**src/rtl/snake_engine.sv**
```systemverilog
// Multi-segment snake engine: circular body buffer, tick-driven move FSM and registered grid renderer.
// Optional build macro SNAKE_ENGINE_BORDER_WALL_EN makes grid edges lethal and draws the outer cell ring.

module snake_engine #(
    parameter int GRID_W    = 80,
    parameter int GRID_H    = 60,
    parameter int CELL_LOG2 = 3,
    parameter int MAX_LEN   = 32,
    parameter int INIT_LEN  = 4
) (
    input  logic       CLK,
    input  logic       RESET,
    input  logic       GAME_TICK,
    input  logic [1:0] DIRECTION,
    input  logic [9:0] ADDRH,
    input  logic [8:0] ADDRV,
    input  logic [6:0] RAND_H,
    input  logic [5:0] RAND_V,
    output logic [7:0] COLOUR,
    output logic       REACHED_TARGET,
    output logic       GAME_OVER,
    output logic [6:0] LENGTH,
    output logic       BUSY
);

    localparam int PW = $clog2(MAX_LEN);

    typedef enum logic [2:0] {ST_IDLE, ST_MOVE, ST_SCAN, ST_COMMIT, ST_DEAD} state_t;

    state_t        state_r, state_next_s;
    logic [12:0]   body_r [MAX_LEN];
    logic [PW-1:0] head_ptr_r, new_ptr_s, scan_addr_s, rel_s;
    logic [1:0]    heading_r, eff_dir_s;
    logic [6:0]    apple_h_r, length_r, scan_idx_r, scan_last_s, nh_h_s, head_h_s;
    logic [5:0]    apple_v_r, nh_v_s, head_v_s;
    logic [12:0]   next_head_r, head_s, cell_s;
    logic          eat_r, seg_hit_s;
    logic          busy_s, game_over_s, reached_s;
    logic          busy_r, game_over_r, reached_r;
    logic [9:0]    cell_h_s;
    logic [8:0]    cell_v_s;
    logic          in_grid_s, body_hit_s;
    logic [7:0]    colour_s, colour_r;

    assign head_s      = body_r[head_ptr_r];
    assign head_h_s    = head_s[6:0];
    assign head_v_s    = head_s[12:7];
    assign new_ptr_s   = head_ptr_r - PW'(1);
    assign scan_addr_s = head_ptr_r + scan_idx_r[PW-1:0];
    assign seg_hit_s   = (body_r[scan_addr_s] == next_head_r);
    assign scan_last_s = (eat_r ? length_r : length_r - 7'd1) - 7'd1;
    // Direction codes are chosen so that the exact reverse is the bitwise complement.
    assign eff_dir_s   = (DIRECTION == ~heading_r) ? heading_r : DIRECTION;

    // Candidate head position one cell along the effective heading, wrapping at grid edges.
    always_comb begin
        nh_h_s = head_h_s;
        nh_v_s = head_v_s;
        case (eff_dir_s)
            2'b00: nh_h_s = (head_h_s == 7'(GRID_W - 1)) ? 7'd0 : head_h_s + 7'd1;
            2'b11: nh_h_s = (head_h_s == 7'd0) ? 7'(GRID_W - 1) : head_h_s - 7'd1;
            2'b01: nh_v_s = (head_v_s == 6'(GRID_H - 1)) ? 6'd0 : head_v_s + 6'd1;
            2'b10: nh_v_s = (head_v_s == 6'd0) ? 6'(GRID_H - 1) : head_v_s - 6'd1;
            default: nh_h_s = head_h_s;
        endcase
    end

`ifdef SNAKE_ENGINE_BORDER_WALL_EN
    logic wall_s;

    // Moving off any grid edge is fatal when walls are enabled.
    always_comb begin
        wall_s = ((eff_dir_s == 2'b00) && (head_h_s == 7'(GRID_W - 1))) ||
                 ((eff_dir_s == 2'b11) && (head_h_s == 7'd0)) ||
                 ((eff_dir_s == 2'b01) && (head_v_s == 6'(GRID_H - 1))) ||
                 ((eff_dir_s == 2'b10) && (head_v_s == 6'd0));
    end
`endif

    // FSM state register.
    always_ff @(posedge CLK) begin
        if (RESET) state_r <= ST_IDLE;
        else       state_r <= state_next_s;
    end

    // FSM next-state logic.
    always_comb begin
        state_next_s = state_r;
        case (state_r)
            ST_IDLE: begin
                if (GAME_TICK) state_next_s = ST_MOVE;
                else           state_next_s = ST_IDLE;
            end
            ST_MOVE: begin
`ifdef SNAKE_ENGINE_BORDER_WALL_EN
                if (wall_s) state_next_s = ST_DEAD;
                else        state_next_s = ST_SCAN;
`else
                state_next_s = ST_SCAN;
`endif
            end
            ST_SCAN: begin
                if (seg_hit_s)                       state_next_s = ST_DEAD;
                else if (scan_idx_r == scan_last_s)  state_next_s = ST_COMMIT;
                else                                 state_next_s = ST_SCAN;
            end
            ST_COMMIT: state_next_s = ST_IDLE;
            ST_DEAD:   state_next_s = ST_DEAD;
            default:   state_next_s = ST_IDLE;
        endcase
    end

    // FSM output decode, taken from the next state so the registered flags align with the state.
    always_comb begin
        busy_s      = (state_next_s == ST_MOVE) || (state_next_s == ST_SCAN) ||
                      (state_next_s == ST_COMMIT);
        game_over_s = (state_next_s == ST_DEAD);
        reached_s   = (state_next_s == ST_COMMIT) && eat_r;
    end

    // Output flag registers.
    always_ff @(posedge CLK) begin
        if (RESET) begin
            busy_r      <= 1'b0;
            game_over_r <= 1'b0;
            reached_r   <= 1'b0;
        end else begin
            busy_r      <= busy_s;
            game_over_r <= game_over_s;
            reached_r   <= reached_s;
        end
    end

    // Body buffer, heading, apple and length updates driven by the move sequence.
    always_ff @(posedge CLK) begin
        if (RESET) begin
            head_ptr_r  <= '0;
            for (int i = 0; i < MAX_LEN; i++)
                body_r[i] <= (i < INIT_LEN) ? {6'(GRID_H / 2), 7'(GRID_W / 2 - i)} : 13'd0;
            heading_r   <= 2'b00;
            apple_h_r   <= 7'(GRID_W / 4);
            apple_v_r   <= 6'(GRID_H / 4);
            length_r    <= 7'(INIT_LEN);
            scan_idx_r  <= 7'd0;
            next_head_r <= 13'd0;
            eat_r       <= 1'b0;
        end else begin
            case (state_r)
                ST_MOVE: begin
                    heading_r   <= eff_dir_s;
                    next_head_r <= {nh_v_s, nh_h_s};
                    eat_r       <= ({nh_v_s, nh_h_s} == {apple_v_r, apple_h_r});
                    scan_idx_r  <= 7'd0;
                end
                ST_SCAN: scan_idx_r <= scan_idx_r + 7'd1;
                ST_COMMIT: begin
                    head_ptr_r        <= new_ptr_s;
                    body_r[new_ptr_s] <= next_head_r;
                    if (eat_r) begin
                        if (length_r < 7'(MAX_LEN)) length_r <= length_r + 7'd1;
                        apple_h_r <= ({1'b0, RAND_H} < 8'(GRID_W)) ? RAND_H : 7'(GRID_W / 2);
                        apple_v_r <= ({1'b0, RAND_V} < 7'(GRID_H)) ? RAND_V : 6'(GRID_H / 2);
                    end
                end
                default: scan_idx_r <= scan_idx_r;
            endcase
        end
    end

    assign cell_h_s  = ADDRH >> CELL_LOG2;
    assign cell_v_s  = ADDRV >> CELL_LOG2;
    assign in_grid_s = (cell_h_s < 10'(GRID_W)) && (cell_v_s < 9'(GRID_H));
    assign cell_s    = {cell_v_s[5:0], cell_h_s[6:0]};

    // Parallel body hit: a buffer slot is live when its distance from the head is below LENGTH.
    always_comb begin
        body_hit_s = 1'b0;
        rel_s      = '0;
        for (int j = 0; j < MAX_LEN; j++) begin
            rel_s      = PW'(j) - head_ptr_r;
            body_hit_s = body_hit_s |
                         (({{(7 - PW){1'b0}}, rel_s} < length_r) && (body_r[j] == cell_s));
        end
    end

    // Pixel colour priority: off-grid, apple, head, body, border ring, background.
    always_comb begin
        if (!in_grid_s)                             colour_s = 8'h00;
        else if (cell_s == {apple_v_r, apple_h_r})  colour_s = 8'h07;
        else if (cell_s == head_s)                  colour_s = (state_r == ST_DEAD) ? 8'hC0 : 8'hFF;
        else if (body_hit_s)                        colour_s = 8'hF8;
`ifdef SNAKE_ENGINE_BORDER_WALL_EN
        else if ((cell_h_s == 10'd0) || (cell_h_s == 10'(GRID_W - 1)) ||
                 (cell_v_s == 9'd0) || (cell_v_s == 9'(GRID_H - 1)))
                                                    colour_s = 8'h38;
`endif
        else                                        colour_s = 8'h40;
    end

    // Registered pixel colour.
    always_ff @(posedge CLK) begin
        if (RESET) colour_r <= 8'h00;
        else       colour_r <= colour_s;
    end

    assign COLOUR         = colour_r;
    assign REACHED_TARGET = reached_r;
    assign GAME_OVER      = game_over_r;
    assign BUSY           = busy_r;
    assign LENGTH         = length_r;

endmodule

```
**config.mk**
```make
export PLATFORM = sky130hd
export DESIGN_NAME = snake_engine
export DESIGN_NICKNAME = d
export VERILOG_FILES = /design/src/rtl/snake_engine.sv
export SDC_FILE = /design/constraint.sdc
export NUM_CORES = 1
export LEC_CHECK = 0
export BUFFER_PORTS_ARGS = -buffer_cell sky130_fd_sc_hd__buf_2
export CAP_MARGIN = 40
export CORE_AREA = 2 2 321 323
export CTS_BUF_LIST = sky130_fd_sc_hd__clkbuf_8
export CTS_CLUSTER_DIAMETER = 120
export DETAILED_ROUTE_END_ITERATION = 16
export DIE_AREA = 0 0 323 325
export GPL_TIMING_DRIVEN = 0
export PLACE_DENSITY = 0.53
export SYNTH_ARGS = -nofsm -noshare
export SYNTH_HDL_FRONTEND = slang
export SYNTH_SLANG_ARGS = --single-unit
```
**constraint.sdc**
```tcl
create_clock -name CLK -period 7.6 [get_ports CLK]
set_input_delay 0.76 -clock CLK [delete_from_list [all_inputs] [get_ports CLK]]
set_output_delay 0.76 -clock CLK [all_outputs]
set_load 0.03 [all_outputs]
```
==> results of run 1 <==
## metrics by stage
| stage | setup slack (ps) | area, um^2 |
|---|---|---|
| floorplan | 3740 | 34300 |
| global placement | 243 | 36200 |
| detailed placement | 1850 | 37700 |
| CTS | 1840 | 39400 |
| global route | 1620 | 39400 |
| finish | 1480 | 39400 |
## synthesized netlist by cell type (8+ instances only)
cell type and count:
a22oi_1 103, a21oi_1 70, xnor2_1 306, nand4_1 81, nor2b_1 14, buf_4 18
and2_1 394, or3_1 36, nand2_1 71, o21ai_0 84, a211oi_1 12, buf_6 24
ha_1 95, nor3_1 21, buf_2 41, mux2i_1 219, a21o_1 26, a31oi_1 8
clkbuf_1 159, buf_1 14, inv_1 69, dfxtp_1 63, mux4_2 130, xor2_1 214
nor2_1 94, o31ai_1 8, nand3_1 71, edfxtp_1 416, nor4_1 75, or2_2 8
## per-layer routing
layer	vias up	global-route usage, %
li1	11800	-
met1	14900	46.7
met2	2308	53.5
met3	708	11.9
met4	12	24.5
met5	-	0
## final cells by class
class | instances | area (um^2)
fill | 10100 | 61900
antenna | 15 | 37.5
clock inverter | 64 | 415
inverter | 72 | 270
clock buffer | 91 | 1250
multi-input combinational | 2275 | 19100
buffer | 260 | 1360
timing repair buffer | 157 | 1570
sequential | 479 | 13800
tap | 1368 | 1710
## cells by family (layout without fill, tap and decap cells)
kind of cell / Yosys count / after routing / synth area share, %
fa+ha+maj: 96 / 96 / 3.52
other cells: 0 / 15 / 0
flops: 479 / 479 / 40.1
xor+xnor: 520 / 520 / 13.3
compound gates: 389 / 389 / 7.63
buf+inv: 332 / 644 / 4.65
simple gates: 915 / 915 / 15.6
mux: 355 / 355 / 15.3
## state kept, by name, indices dropped and copies added (netlist names), 2 cells and up, named ones only
name,cells
body_r,416
next_head_r,13
LENGTH,7
apple_h_r,7
scan_idx_r,7
apple_v_r,6
head_ptr_r,5
COLOUR,4
state_r,3
heading_r,2
## how the worst max path moves through the flow
| stage | startpoint | to | slack [ps] | cells after the start |
|---|---|---|---|---|
| 2_1_floorplan | head_ptr_r[0] | REACHED_TARGET | 3740 | 14 |
| 3_3_place_gp | ADDRV[8] | COLOUR[5] | 240 | 11 |
| 3_5_place_dp | head_ptr_r[0] | REACHED_TARGET | 1850 | 15 |
| 4_1_cts | head_ptr_r[0] | REACHED_TARGET | 1840 | 15 |
| 5_1_grt | head_ptr_r[0] | REACHED_TARGET | 1620 | 15 |
| 6_report | head_ptr_r[0] | REACHED_TARGET | 1480 | 15 |
## power by group
part | switching [mW] | internal (mW) | total (mW)
registers | 0.161 | 2.94 | 3.10
logic | 0.960 | 0.480 | 1.44
clock network | 1.22 | 1.25 | 2.48
==> flow_summary.json, run 1 <==
{
  "cp_slowest_cell": "buf_2",
  "yosysUniqueCellTypes": 94,
  "final_common_cell": "edfxtp_1",
  "async_flop_share_pct": 0,
  "synth_top_area_share_pct": 36.4,
  "final-hold-violation-count": 0,
  "required_ps": 8240,
  "area_delta_synth_final_pct": 14.9,
  "root_buffer": "clkbuf_8",
  "worstMarginPinSlew_ps": 990,
  "fin_crit_ps": 6120,
  "vias": 29700,
  "first_pass_iters": 8,
  "die_w_um": 323,
  "via_per_inst": 6.21,
  "dp_hpwl_um": 152000,
  "end_kind": "register",
  "htreeDepth": 3,
  "ys_ff_latch": 479,
  "crit_chain": "ha_1 -> fa_1 -> buf_2 -> buf_2 -> clkbuf_1 -> buf_8 -> mux4_2 -> mux4_2 -> mux2i_1 -> xnor2_1 -> nor4_1 -> and4_4 -> nand3b_1 -> a21oi_1 -> nor4bb_1",
  "postCtsHoldBufs": 0,
  "rows": 117,
  "worst_ep_arrival_time_ps": 6760,
  "grt_pass1_vias": 28000,
  "rsz0062_at_grt": "no",
  "post_cts_buffers": 0,
  "syn-num-nets": 3219,
  "highest_layer": "met5",
  "met2WireLength_um": 81600,
  "whs_ps": 203,
  "grt_usage_pct": 36.9,
  "place.gp.congestion": 1.08,
  "syn_inst": 3086,
  "finalPower_mw": 7.01,
  "ys.warnings.count": 0,
  "hold_end": "apple_v_r[0]",
  "drt_wl_total_um": 196000,
  "ctsResizeCount": 0,
  "p_leak_nw": 13.8,
  "r2r-end": "REACHED_TARGET",
  "clk_path_buf_depth": 3,
  "drc_errors": 0,
  "slew_headroom_pct": 34.0,
  "port_buffers": 35,
  "globalRouteOverflowTotal": 0,
  "grt_pass1_wl_um": 257000,
  "syn_area_um2": 34300,
  "final_cells": 4781,
  "hp-class": "in2reg",
  "antenna_found_initial": 22,
  "setup_viol": 0,
  "nets": 3466,
  "report.final.slew_viol_count": 0,
  "holdPathStages": 2,
  "cts_tree": "done",
  "crit_fanout": 11,
  "r2r-start": "head_ptr_r[0]",
  "synth_top_cell_by_area": "edfxtp_1",
  "final_cell_mix": "edfxtp_1, and2_1, xnor2_1",
  "clock_latency_ps": 840,
  "synth_edf_count": 416,
  "cts_buffers": 88,
  "final_antenna_net_count": 0,
  "io_pins": 55,
  "crit_type": "reg2reg",
  "grt_max_degree": 22,
  "cts.sinks": 479,
  "clk_pin_slew_ps": 60,
  "placed_cells": 4607,
  "dr_wl_met3_um": 22800,
  "skew_ps": 58.2,
  "syn_area_per_cell_um2": 11.1,
  "die_h_um": 325,
  "min_from": "RAND_V[0]",
  "vdd_ir_drop_max_uv": 162,
  "tns_ps": 0,
  "synth_seq_area_share_pct": 40.1,
  "finalCritPeriodShare_pct": 80.5,
  "start_kind": "register",
  "drtIter0Drc": 4530,
  "path_buf_inv": 4,
  "core_area_um2": 101000,
  "design.die.area_um2": 105000,
  "cp_top_family": "buffers and inverters",
  "ys.flop_type": "edfxtp_1",
  "initial_core_util_pct": 33.9,
  "drive_above_1_share_pct": 16.8,
  "fmax_ghz": 0.164,
  "synth_area_leaders": "edfxtp_1, mux4_2, xnor2_1",
  "wl_per_cell_um": 41.1,
  "reg2reg_depth": 15,
  "wl_met1_um": 75600,
  "final_core_util_pct": 38.9,
  "drv_cap": 0,
  "slowest_delay_ps": 650,
  "rrSetupSlack_ps": 1480,
  "status": "finished, final reports clean",
  "power-per-cell-area_nw_per_um2": 178
}
Power figures use the tool's default switching activity.
==> run 2, diff against run 1 <==
--- a/config.mk
+++ b/config.mk
@@ -13,7 +13,7 @@
 export DETAILED_ROUTE_END_ITERATION = 16
 export DIE_AREA = 0 0 323 325
 export GPL_TIMING_DRIVEN = 0
-export PLACE_DENSITY = 0.53
+export PLACE_DENSITY = 0.55
 export SYNTH_ARGS = -nofsm -noshare
 export SYNTH_HDL_FRONTEND = slang
 export SYNTH_SLANG_ARGS = --single-unit
==> constraint.sdc (replaced) <==
create_clock -name CLK -period 5.15 [get_ports CLK]
set_input_delay 0.515 -clock CLK [delete_from_list [all_inputs] [get_ports CLK]]
set_output_delay 0.515 -clock CLK [all_outputs]
set_load 0.03 [all_outputs]
==> run 2 against run 1 <==
Against the previous run:
- sequential cell count is the same
- critical path depth grew 3
- core utilization grew 0.21 points
- cell area grew 0.55%
- first-iteration DRC count shrank 7.6%
- largest cell class unchanged
==> flow_summary.json, run 2 (synthesis gave the netlist of run 1 again) <==
{
  "antenna_found_initial": 18,
  "drv_cap": 0,
  "root_buffer": "clkbuf_8",
  "end_kind": "register",
  "min_from": "RAND_V[4]",
  "cp_slowest_cell": "nand3_1",
  "largest_reg_flops": 416,
  "crit_type": "reg2reg",
  "core_area_um2": 101000,
  "die_w_um": 323,
  "grt_usage_pct": 37.3,
  "wl_per_cell_um": 41.6,
  "clk_path_buf_depth": 3,
  "finalPower_mw": 10.5,
  "design.die.area_um2": 105000,
  "status": "finished, final reports clean",
  "setup_viol": 0,
  "holdPathStages": 3,
  "fin_crit_ps": 5090,
  "initial_core_util_pct": 33.9,
  "worst_ep_arrival_time_ps": 5820,
  "worstMarginPinSlew_ps": 1010,
  "drtIter0Drc": 4187,
  "crit_fanout": 10,
  "grt_pass1_vias": 28200,
  "rows": 117,
  "area_delta_synth_final_pct": 15.5,
  "final_antenna_net_count": 0,
  "slowest_delay_ps": 420,
  "reg2reg_depth": 18,
  "first_pass_iters": 8,
  "cts_tree": "done",
  "r2r-end": "eat_r",
  "final_common_cell": "edfxtp_1",
  "grt_max_degree": 26,
  "via_per_inst": 6.17,
  "power-per-cell-area_nw_per_um2": 264,
  "clock_latency_ps": 840,
  "grt_pass1_wl_um": 260000,
  "crit_chain": "buf_6 -> buf_6 -> buf_6 -> buf_4 -> mux2i_1 -> a22oi_1 -> nand3_1 -> nand2_2 -> nor2_2 -> ha_1 -> inv_1 -> nor2_1 -> a311oi_1 -> o22ai_1 -> mux2_2 -> a21oi_1 -> nand4_1 -> o21ai_1",
  "cp_common_cell": "buf_6",
  "vdd_ir_drop_max_uv": 193,
  "globalRouteOverflowTotal": 0,
  "largest-register": "body_r",
  "required_ps": 5880,
  "hp-class": "in2reg",
  "drive_above_1_share_pct": 17.0,
  "fillers": 9936,
  "clk_pin_slew_ps": 60,
  "rrSetupSlack_ps": 60,
  "slew_headroom_pct": 32.4,
  "port_buffers": 35,
  "io_pins": 55,
  "rsz0062_at_grt": "no",
  "final-hold-violation-count": 0,
  "finalCritPeriodShare_pct": 98.9,
  "final_core_util_pct": 39.1,
  "skew_ps": 69.4,
  "start_kind": "register",
  "p_leak_nw": 13.9,
  "cts_buffers": 89,
  "drc_errors": 0,
  "place.gp.congestion": 1.07,
  "htreeDepth": 3,
  "hold_end": "apple_v_r[4]",
  "top_regs": "body_r (416), next_head_r (13)",
  "die_h_um": 325,
  "report.final.slew_viol_count": 0,
  "dp_hpwl_um": 155000,
  "nets": 3476,
  "fmax_ghz": 0.196,
  "final_cell_mix": "edfxtp_1, and2_1, xnor2_1",
  "vias": 29500,
  "cts.sinks": 479,
  "drt_wl_total_um": 199000
}
-- run 2: critical path, delay by kind of cell (launching register included) --
kind | cells | cell delay (ps)
mux | 2 | 600
flops | 1 | 340
compound gates | 5 | 960
fa+ha+maj | 1 | 230
buf+inv | 5 | 1240
simple gates | 5 | 1570
-- run 2: layout make-up --
| cell class | instances | area (um^2) | share of cell area, % |
|---|---|---|---|
| multi-input combinational | 2275 | 19100 | 48.1 |
| sequential | 479 | 13800 | 34.7 |
| tap | 1368 | 1710 | 4.32 |
| timing repair buffer | 167 | 1690 | 4.26 |
| buffer | 259 | 1390 | 3.51 |
| clock buffer | 95 | 1310 | 3.30 |
| clock inverter | 59 | 412 | 1.04 |
| inverter | 72 | 270 | 0.682 |
| antenna | 10 | 25.0 | 0.0631 |
-- run 2: where the power goes --
| part | total (mW) | internal, mW | leakage, nW | switching [mW] |
|---|---|---|---|---|
| registers | 4.56 | 4.33 | 4.71 | 0.229 |
| logic | 2.16 | 0.718 | 8.20 | 1.44 |
| clock network | 3.74 | 1.95 | 0.964 | 1.79 |
| total | 10.5 | 7.00 | 13.9 | 3.45 |
-- run 2: worst max-delay path by stage --
stage             startpoint             end  slack (ps)
6_report            register           eat_r          60
5_1_grt        head_ptr_r[1]       COLOUR[5]         0.6
4_1_cts             register           eat_r          30
3_5_place_dp   head_ptr_r[0]  REACHED_TARGET        -300
3_3_place_gp        ADDRV[8]       COLOUR[5]       -1860
2_1_floorplan  head_ptr_r[0]  REACHED_TARGET        1290
-- run 2: per-stage QoR --
step           area (um^2)  instances  setup slack [ps]  hold slack, ps  TNS [ps]
3_3_place_gp         36200       4489             -1860             516    -85830
6_report             39600       4784              57.9            16.2         0
4_1_cts              39600       4775              33.5            5.44         0
3_5_place_dp         37700       4611              -302             520     -1220
5_1_grt              39600       4776             0.574            43.5         0
2_1_floorplan        34300       3086              1290             494         0
-- run 2: what timing repair did --
item,CTS,global route
gates resized for setup,12,13
setup buffers,0,0
setup endpoints to repair,7,4
hold buffers,10,0
pin swaps,0,0
gates cloned,0,0
hold endpoints to repair,10,0
-- run 2: metal layers --
metal / vias to the layer above / global-route usage, % / routed length [um]
met2: 2202 / 54.3 / 83200
met3: 711 / 11.6 / 22100
met4: 14 / 24.4 / 16600
met5: - / 0 / 88
met1: 14800 / 47.4 / 77200
li1: 11800 / - / -
